[config.mk]
export PLATFORM = sky130hd
export DESIGN_NAME = seq_alu
export DESIGN_NICKNAME = d
export VERILOG_FILES = /design/src/rtl/alu_pkg.sv /design/src/rtl/alu_comb.sv /design/src/rtl/seq_alu.sv
export SDC_FILE = /design/constraint.sdc
export NUM_CORES = 1
export LEC_CHECK = 0
export ABC_AREA = 0
export BUFFER_PORTS_ARGS = -buffer_cell sky130_fd_sc_hd__buf_4
export CAP_MARGIN = 20
export CORE_MARGIN = 2
export CORE_UTILIZATION = 50
export CTS_CLUSTER_SIZE = 10
export DETAILED_ROUTE_END_ITERATION = 10
export GPL_ROUTABILITY_DRIVEN = 0
export HOLD_SLACK_MARGIN = 0.12
export PLACE_DENSITY = 0.7
export SKIP_LAST_GASP = 1
export SYNTH_ARGS = -nofsm -noshare
export SYNTH_HDL_FRONTEND = slang
export SYNTH_SLANG_ARGS = --single-unit
[constraint.sdc]
create_clock -name clk -period 7.2 [get_ports clk]
set_clock_uncertainty 0.05 [all_clocks]
set_input_delay 1.44 -clock clk [delete_from_list [all_inputs] [get_ports clk]]
set_output_delay 1.44 -clock clk [all_outputs]
set_load 0.01 [all_outputs]
[src/rtl/alu_pkg.sv]
// Shared op codes, FSM states and helpers for the execute unit and the ALU decoder.
package alu_pkg;

   typedef enum logic [3:0] {
      ALU_ADD  = 4'h0,
      ALU_SUB  = 4'h1,
      ALU_SLL  = 4'h2,
      ALU_SLT  = 4'h3,
      ALU_SLTU = 4'h4,
      ALU_XOR  = 4'h5,
      ALU_SRA  = 4'h6,
      ALU_SRL  = 4'h7,
      ALU_OR   = 4'h8,
      ALU_AND  = 4'h9,
      ALU_EQ   = 4'ha,
      ALU_NE   = 4'hb,
      ALU_GE   = 4'hc,
      ALU_GEU  = 4'hd
   } alu_op_e;

   localparam logic [3:0] ALU_UNDEF = 4'hf;

   typedef enum logic [1:0] {
      ST_IDLE  = 2'd0,
      ST_SHIFT = 2'd1,
      ST_DONE  = 2'd2
   } state_e;

   function automatic logic is_shift_op(input logic [3:0] op);
      return (op == ALU_SLL) || (op == ALU_SRA) || (op == ALU_SRL);
   endfunction

endpackage

[src/rtl/alu_comb.sv]
// Single-cycle ALU ops; shift codes return 0 here because the FSM iterates them.
module alu_comb
   import alu_pkg::*;
#(
   parameter int XLEN = 32
) (
   input  logic [3:0]      i_op,
   input  logic [XLEN-1:0] i_a,
   input  logic [XLEN-1:0] i_b,
   output logic [XLEN-1:0] o_result,
   output logic            o_illegal
);

   logic signed [XLEN-1:0] w_as;
   logic signed [XLEN-1:0] w_bs;
   logic [XLEN-1:0]        w_res;
   logic                   w_illegal;

   assign w_as = i_a;
   assign w_bs = i_b;

   always_comb begin
      w_res     = '0;
      w_illegal = 1'b0;
      case (i_op)
         ALU_ADD:  w_res = i_a + i_b;
         ALU_SUB:  w_res = i_a - i_b;
         ALU_SLT:  w_res = {{(XLEN-1){1'b0}}, (w_as < w_bs)};
         ALU_SLTU: w_res = {{(XLEN-1){1'b0}}, (i_a < i_b)};
         ALU_XOR:  w_res = i_a ^ i_b;
         ALU_OR:   w_res = i_a | i_b;
         ALU_AND:  w_res = i_a & i_b;
         ALU_EQ:   w_res = {{(XLEN-1){1'b0}}, (i_a == i_b)};
         ALU_NE:   w_res = {{(XLEN-1){1'b0}}, (i_a != i_b)};
         ALU_GE:   w_res = {{(XLEN-1){1'b0}}, (w_as >= w_bs)};
         ALU_GEU:  w_res = {{(XLEN-1){1'b0}}, (i_a >= i_b)};
         ALU_SLL, ALU_SRA, ALU_SRL: w_res = '0;
         default:  w_illegal = 1'b1;
      endcase
   end

   assign o_result  = w_res;
   assign o_illegal = w_illegal;

endmodule

[src/rtl/seq_alu.sv]
// Multi-cycle execute unit: single-cycle ALU ops plus bit-serial shifts behind a valid/ready handshake.
module seq_alu
   import alu_pkg::*;
#(
   parameter int XLEN = 32
) (
   input  logic            clk,
   input  logic            reset_n,
   input  logic            in_valid,
   output logic            in_ready,
   input  logic [3:0]      aluControl,
   input  logic [XLEN-1:0] a,
   input  logic [XLEN-1:0] b,
   output logic            out_valid,
   input  logic            out_ready,
   output logic [XLEN-1:0] result,
   output logic            zero,
   output logic            taken,
   output logic            illegal
);

   localparam int SHW = $clog2(XLEN);

   state_e          r_state;
   logic [XLEN-1:0] r_result;
   logic            r_illegal;
   logic [XLEN-1:0] r_shreg;
   logic [SHW-1:0]  r_cnt;
   logic [3:0]      r_op;

   logic [XLEN-1:0] w_comb_res;
   logic            w_comb_ill;
   logic [XLEN-1:0] w_shift_nxt;
   logic            w_accept;

   alu_comb #(.XLEN(XLEN)) u_alu_comb (
      .i_op      (aluControl),
      .i_a       (a),
      .i_b       (b),
      .o_result  (w_comb_res),
      .o_illegal (w_comb_ill)
   );

   assign w_accept = in_valid && (r_state == ST_IDLE);

   always_comb begin
      w_shift_nxt = r_shreg;
      case (r_op)
         ALU_SLL: w_shift_nxt = {r_shreg[XLEN-2:0], 1'b0};
         ALU_SRL: w_shift_nxt = {1'b0, r_shreg[XLEN-1:1]};
         ALU_SRA: w_shift_nxt = {r_shreg[XLEN-1], r_shreg[XLEN-1:1]};
         default: w_shift_nxt = r_shreg;
      endcase
   end

   // Shift datapath carries no reset; it is only observed while in SHIFT.
   always_ff @(posedge clk) begin
      if (w_accept) begin
         r_shreg <= a;
         r_cnt   <= b[SHW-1:0];
         r_op    <= aluControl;
      end else if (r_state == ST_SHIFT) begin
         r_shreg <= w_shift_nxt;
         r_cnt   <= r_cnt - SHW'(1);
      end
   end

   always_ff @(posedge clk or negedge reset_n) begin
      if (!reset_n) begin
         r_state   <= ST_IDLE;
         r_result  <= '0;
         r_illegal <= 1'b0;
      end else begin
         case (r_state)
            ST_IDLE: begin
               if (w_accept) begin
                  r_illegal <= w_comb_ill;
                  if (is_shift_op(aluControl)) begin
                     if (b[SHW-1:0] == '0) begin
                        r_result <= a;
                        r_state  <= ST_DONE;
                     end else begin
                        r_state  <= ST_SHIFT;
                     end
                  end else begin
                     r_result <= w_comb_res;
                     r_state  <= ST_DONE;
                  end
               end
            end
            ST_SHIFT: begin
               // Counter holds the shifts still pending, including this one.
               if (r_cnt == SHW'(1)) begin
                  r_result <= w_shift_nxt;
                  r_state  <= ST_DONE;
               end
            end
            ST_DONE: begin
               if (out_ready) r_state <= ST_IDLE;
            end
            default: r_state <= ST_IDLE;
         endcase
      end
   end

   assign in_ready  = (r_state == ST_IDLE);
   assign out_valid = (r_state == ST_DONE);
   assign result    = r_result;
   assign zero      = (r_result == '0);
   assign taken     = r_result[0];
   assign illegal   = r_illegal;

endmodule

Yosys cells after proc, flatten, opt, wreduce, memory -nomap -nowiden
Cells that the tools add are included.
- add/sub/neg operators: 3
- order comparisons: 4
- eq/ne operators: 25
- mux-type cells: 18
- bitwise operators: 3
- reduce and logical (&&, ||, !) cells: 13
- operator list (operator ; count):
    one-hot mux 32 bit (11 select lines) ; 1
    two-way mux 32 bit ; 6
    one-hot mux 32 bit (3 select lines) ; 1
    >= comparator 32 bit ; 2
    less-than comparator 32 bit ; 2
    one-hot mux 32 bit (2 select lines) ; 1
    adder 32 bit ; 1
    bitwise AND 32 bit ; 1
    == test 32 bit ; 1
    zero test 32 bit ; 1
    inequality test 32 bit ; 1
    OR 32 bit ; 1
    subtractor 32 bit ; 1
    bitwise XOR 32 bit ; 1
    == test 4 x 3 -> 1 bit, second input constant ; 6
    == test 4 bit, second input constant ; 6
    OR reduction 14 bit ; 1
    == test 4 x 2 -> 1 bit, second input constant ; 3
    two-way mux 2 bit ; 5
    two-way mux 5 bit ; 2
    inequality test 2 x 1 -> 1 bit, second input constant ; 3
    one-hot mux 2 bit (3 select lines) ; 1
    == test 5 x 1 -> 1 bit, second input constant ; 1
    zero test 5 bit ; 1
    14 further kinds ; 16
- register bits after elaboration: 76
- input port bits: 72
- output and inout port bits: 37
- word-level logic and storage cells: 72

Logic depth before layout (Yosys ltp)
- depth after elaboration: 6
- gate-level depth with buffers: 13
- depth with buffers taken out: 13

Cells and area by module
A second synthesis with hierarchy kept.
- cells, all modules: 1276
- area total of the unflattened synthesis: 10053.4 µm²
- modules (own cells, without submodules) (module ; times used ; cells an instance ; area an instance (µm²) ; sequential area each (µm²)):
    alu_comb ; 1 ; 823 ; 5208.7 ; 0.0
    seq_alu ; 1 ; 453 ; 4844.6 ; 2107.0

Worst setup path after synthesis
No wires, ideal clock.
- path kind: input-to-reg
- from: in a[0]
- to: reg r_result[26], in the netlist result[26]
- setup time: 0.134 ns
- data arrival time: 3.800 ns
- required time: 7.016 ns
- setup slack: 3.217 ns
- stages on the path: 11
- path buffers: 0
- cell sequence: ha_1 > fa_1 > a21oi_1 > o211ai_1 > a31oi_4 > o2111ai_1 > a311o_1 > a221o_1 > xor2_1 > a21oi_1 > o31ai_1
- cells in the longest elaborated chain, start to end: 5
- elaborated cells between the ends (all ways): 6
- those cells by class: add/sub: 2; mux: 4
- ends and longest elaborated chain (item ; line ; source):
    start, declared ; seq_alu.sv:12 ; input logic [XLEN-1:0] a,
    subtractor 32 bit / adder 32 bit (equally long branches) ; alu_comb.sv:27, alu_comb.sv:26 ;
    one-hot mux 32 bit (11 select lines) (*) ; alu_comb.sv:25 ; case (i_op)
    two-way mux 32 bit (*) ; seq_alu.sv:78 ; if (is_shift_op(aluControl)) begin
    two-way mux 32 bit (*) ; seq_alu.sv:76 ; if (w_accept) begin
    one-hot mux 32 bit (2 select lines) (*) ; seq_alu.sv:74 ; case (r_state)
    end signal, assigned ; seq_alu.sv:86 ; r_result <= w_comb_res;
    end signal, assigned ; seq_alu.sv:94 ; r_result <= w_shift_nxt;
    end, declared ; seq_alu.sv:25 ; logic [XLEN-1:0] r_result;
Mark *: on every way between the ends. The rest lies on a longest branch, timed or not. The select of a mux whose other input is x is not followed.
A chain may end at the register's enable or synchronous reset.

Worst setup path in the final report
- from: in a[0]
- to: reg r_result[16], in the netlist result[16]
Same word-level chain as after synthesis.

==> out/results.tsv <==
metric	value	unit
outcome	completed	
drv_slew	0	
crit_slowest_cell	a2111oi_0	
floorplan.initialDensity	51.4	%
rows	48	
hpwl	23100	um
seq_area_frac_synth	23.5	%
grt_max_degree	78	
cts.sinks	76	
wirelength	31500	um
clock_latency	0.34	ns
cap_violations	0	
grt_pass1_wl	49100	um
ir_drop	0.370	mV
crit_buf_inv	3	
synthTopCellsByArea	edfxtp_1, ha_1, dfrtp_1	
final.period_utilization	59.3	%
slew_headroom	32.8	%
fp.dieH	138	um
numCtsBuffers	9	
vias	9704	
synth_edf_count	41	
cts_tree	yes	
postCtsHoldBufs	0	
cp.required	7.36	ns
nNetsFinal	1371	
cts_resized	0	
first_pass_iters	7	
slowest_delay	0.47	ns
syn_inst	1146	
synth_top_area_share	13.7	%
yosysTopAreaCell	edfxtp_1	
io-pin-count	109	
drtIter0Drc	1328	
path_max_fanout	6	
drive_gt1_share	14.2	%
io_buffers	108	
timing.setup.tns	0	ns
final_antenna_net_count	0	
final_cell_mix	a21oi_1, buf_4, nor2_1	
crit_type	in -> reg	
finalHoldViolCount	0	
crit_arrival	4.43	ns
dp_slack	2.70	ns
grt-ovfl-total	0	
cts_max_level	3	
ys_ff_latch	76	
grt_usage	33.6	%
syn_avg_cell_area	7.82	sq um
clockBufferDepth	2	
syn_nets	1318	
grt_pass1_vias	8694	
cp_cell_sequence	buf_4 > inv_1 > ha_1 > inv_1 > fa_1 > nor2b_1 > o21ai_0 > a31oi_2 > o31ai_2 > o21bai_1 > nand2_1 > nand2_1 > a2111oi_0 > a21oi_1	
min_path_type	reg -> reg	
p_leak	4.43	nW
dieArea	19000	sq um
antenna_cells	0	
via_per_inst	6.79	
area_growth	13.5	%
netlist_area	8960	sq um
worst_pin_slew	1.01	ns
layout_commonest_cell	a21oi_1	
postCtsSetupRepairBufs	0	
antenna_found_initial	0	
fin_crit	4.27	ns
placedCellCount	1413	
core_area	17400	sq um
holdWs	0.435	ns
netlist-cell-type-count	83	
rsz0062_at_grt	no	
worst_slack	2.93	ns
wl_per_cell	22.0	um
setup_violations	0	
cp-end-kind	flip-flop	
p_per_area	269	nW/um^2
cts_root_buf	clkbuf_16	
clk_pin_slew	0.06	ns
drc	0	
instances_no_fill	1429	
async_reset_ff_share	46.1	%
critPathTopFamily	compound AO/OA/AOI/OAI gates	
cp-start-kind	input port	
yosys_warnings	0	
synth_flop_cell	edfxtp_1	
timing.fmax	0.234	GHz
die_w	138	um
-- flip-flops by register name, summed over array words and instances (netlist names) --
signal,flops
r_shreg,32
result,32
r_cnt,5
r_op,4
r_state,2
illegal,1
-- stage by stage --
stage | cell area, sq um | util (%) | power [mW]
finish | 10200 | 58.4 | 2.73
global route | 10200 | 58.4 | 2.90
global placement | 9870 | 56.7 | 2.22
detailed placement | 9870 | 56.7 | 2.24
CTS | 10200 | 58.4 | 2.70
floorplan | 8960 | - | 1.71
-- per-layer routing --
| layer | global-route usage [%] | up-vias | share of wire [%] |
|---|---|---|---|
| li1 | - | 4422 | - |
| met1 | 49.0 | 4569 | 43 |
| met2 | 50.3 | 645 | 42 |
| met3 | 8.15 | 68 | 12 |
| met4 | 7.60 | 0 | 2.1 |
| met5 | 0 | - | 0 |
-- worst paths after layout --
check	slack [ns]	to	cells after the start	startpoint
max	2.93	result[16]	14	a[0]
min	0.44	illegal	2	illegal
max reg2reg	4.19	result[18]	10	r_cnt[1]
min reg2reg	0.44	illegal	2	illegal
max in group asynchronous	5.65	result[13]	1	reset_n
min in group asynchronous	1.04	result[27]	1	reset_n
-- cell type report --
cell class | count | area, sq um
clock buffer | 12 | 246
tap | 225 | 282
fill | 1654 | 7250
clock inverter | 4 | 50.0
timing repair buffer | 126 | 946
sequential | 76 | 2110
multi-input combinational | 886 | 6160
inverter | 100 | 375
-- worst min-delay path, stage by stage (launching register included) --
cell     delay [ns]
dfrtp_1        0.34
nand2_1        0.05
o21ai_0        0.06
-- synth_stat cells (5+ instances only) --
| master | instances |
|---|---|
| and3_1 | 7 |
| a222oi_1 | 30 |
| buf_2 | 14 |
| o21ai_0 | 56 |
| o2111ai_1 | 6 |
| and2_1 | 5 |
| a21oi_1 | 161 |
| buf_1 | 7 |
| xnor2_1 | 5 |
| nor3_1 | 23 |
| a221oi_1 | 17 |
| nand4_1 | 9 |
| dfrtp_1 | 35 |
| nor4_1 | 14 |
| o21bai_1 | 20 |
| nand2b_1 | 14 |
| a21o_1 | 26 |
| o22ai_1 | 12 |
| o211ai_1 | 17 |
| edfxtp_1 | 41 |
| nand2_1 | 58 |
| a221o_1 | 6 |
| a31oi_1 | 19 |
| a32o_1 | 7 |
| o21a_1 | 6 |
| a22oi_1 | 12 |
| nor2_1 | 106 |
| nand3_1 | 25 |
| inv_1 | 99 |
| a211oi_1 | 16 |
| nor2b_1 | 6 |
| clkbuf_1 | 59 |
| or3_1 | 11 |
| a211o_1 | 5 |
| ha_1 | 98 |
| o31ai_1 | 10 |
-- where the power goes --
group	switching, mW	total (mW)	internal (mW)
registers	0.189	0.905	0.716
clock network	0.187	0.465	0.278
logic	0.819	1.36	0.542
total	1.20	2.73	1.54
-- logic make-up after synthesis --
logic type	share of synthesized area (%)
buffers and inverters	8.20
xor gates and xnor gates	0.880
DFF	23.5
AOI/OAI and AO/OA	36.1
muxes	0.447
adders and majority gates	14.1
and+or+nand+nor	16.7
No activity file was read; power rests on OpenSTA's default activity.
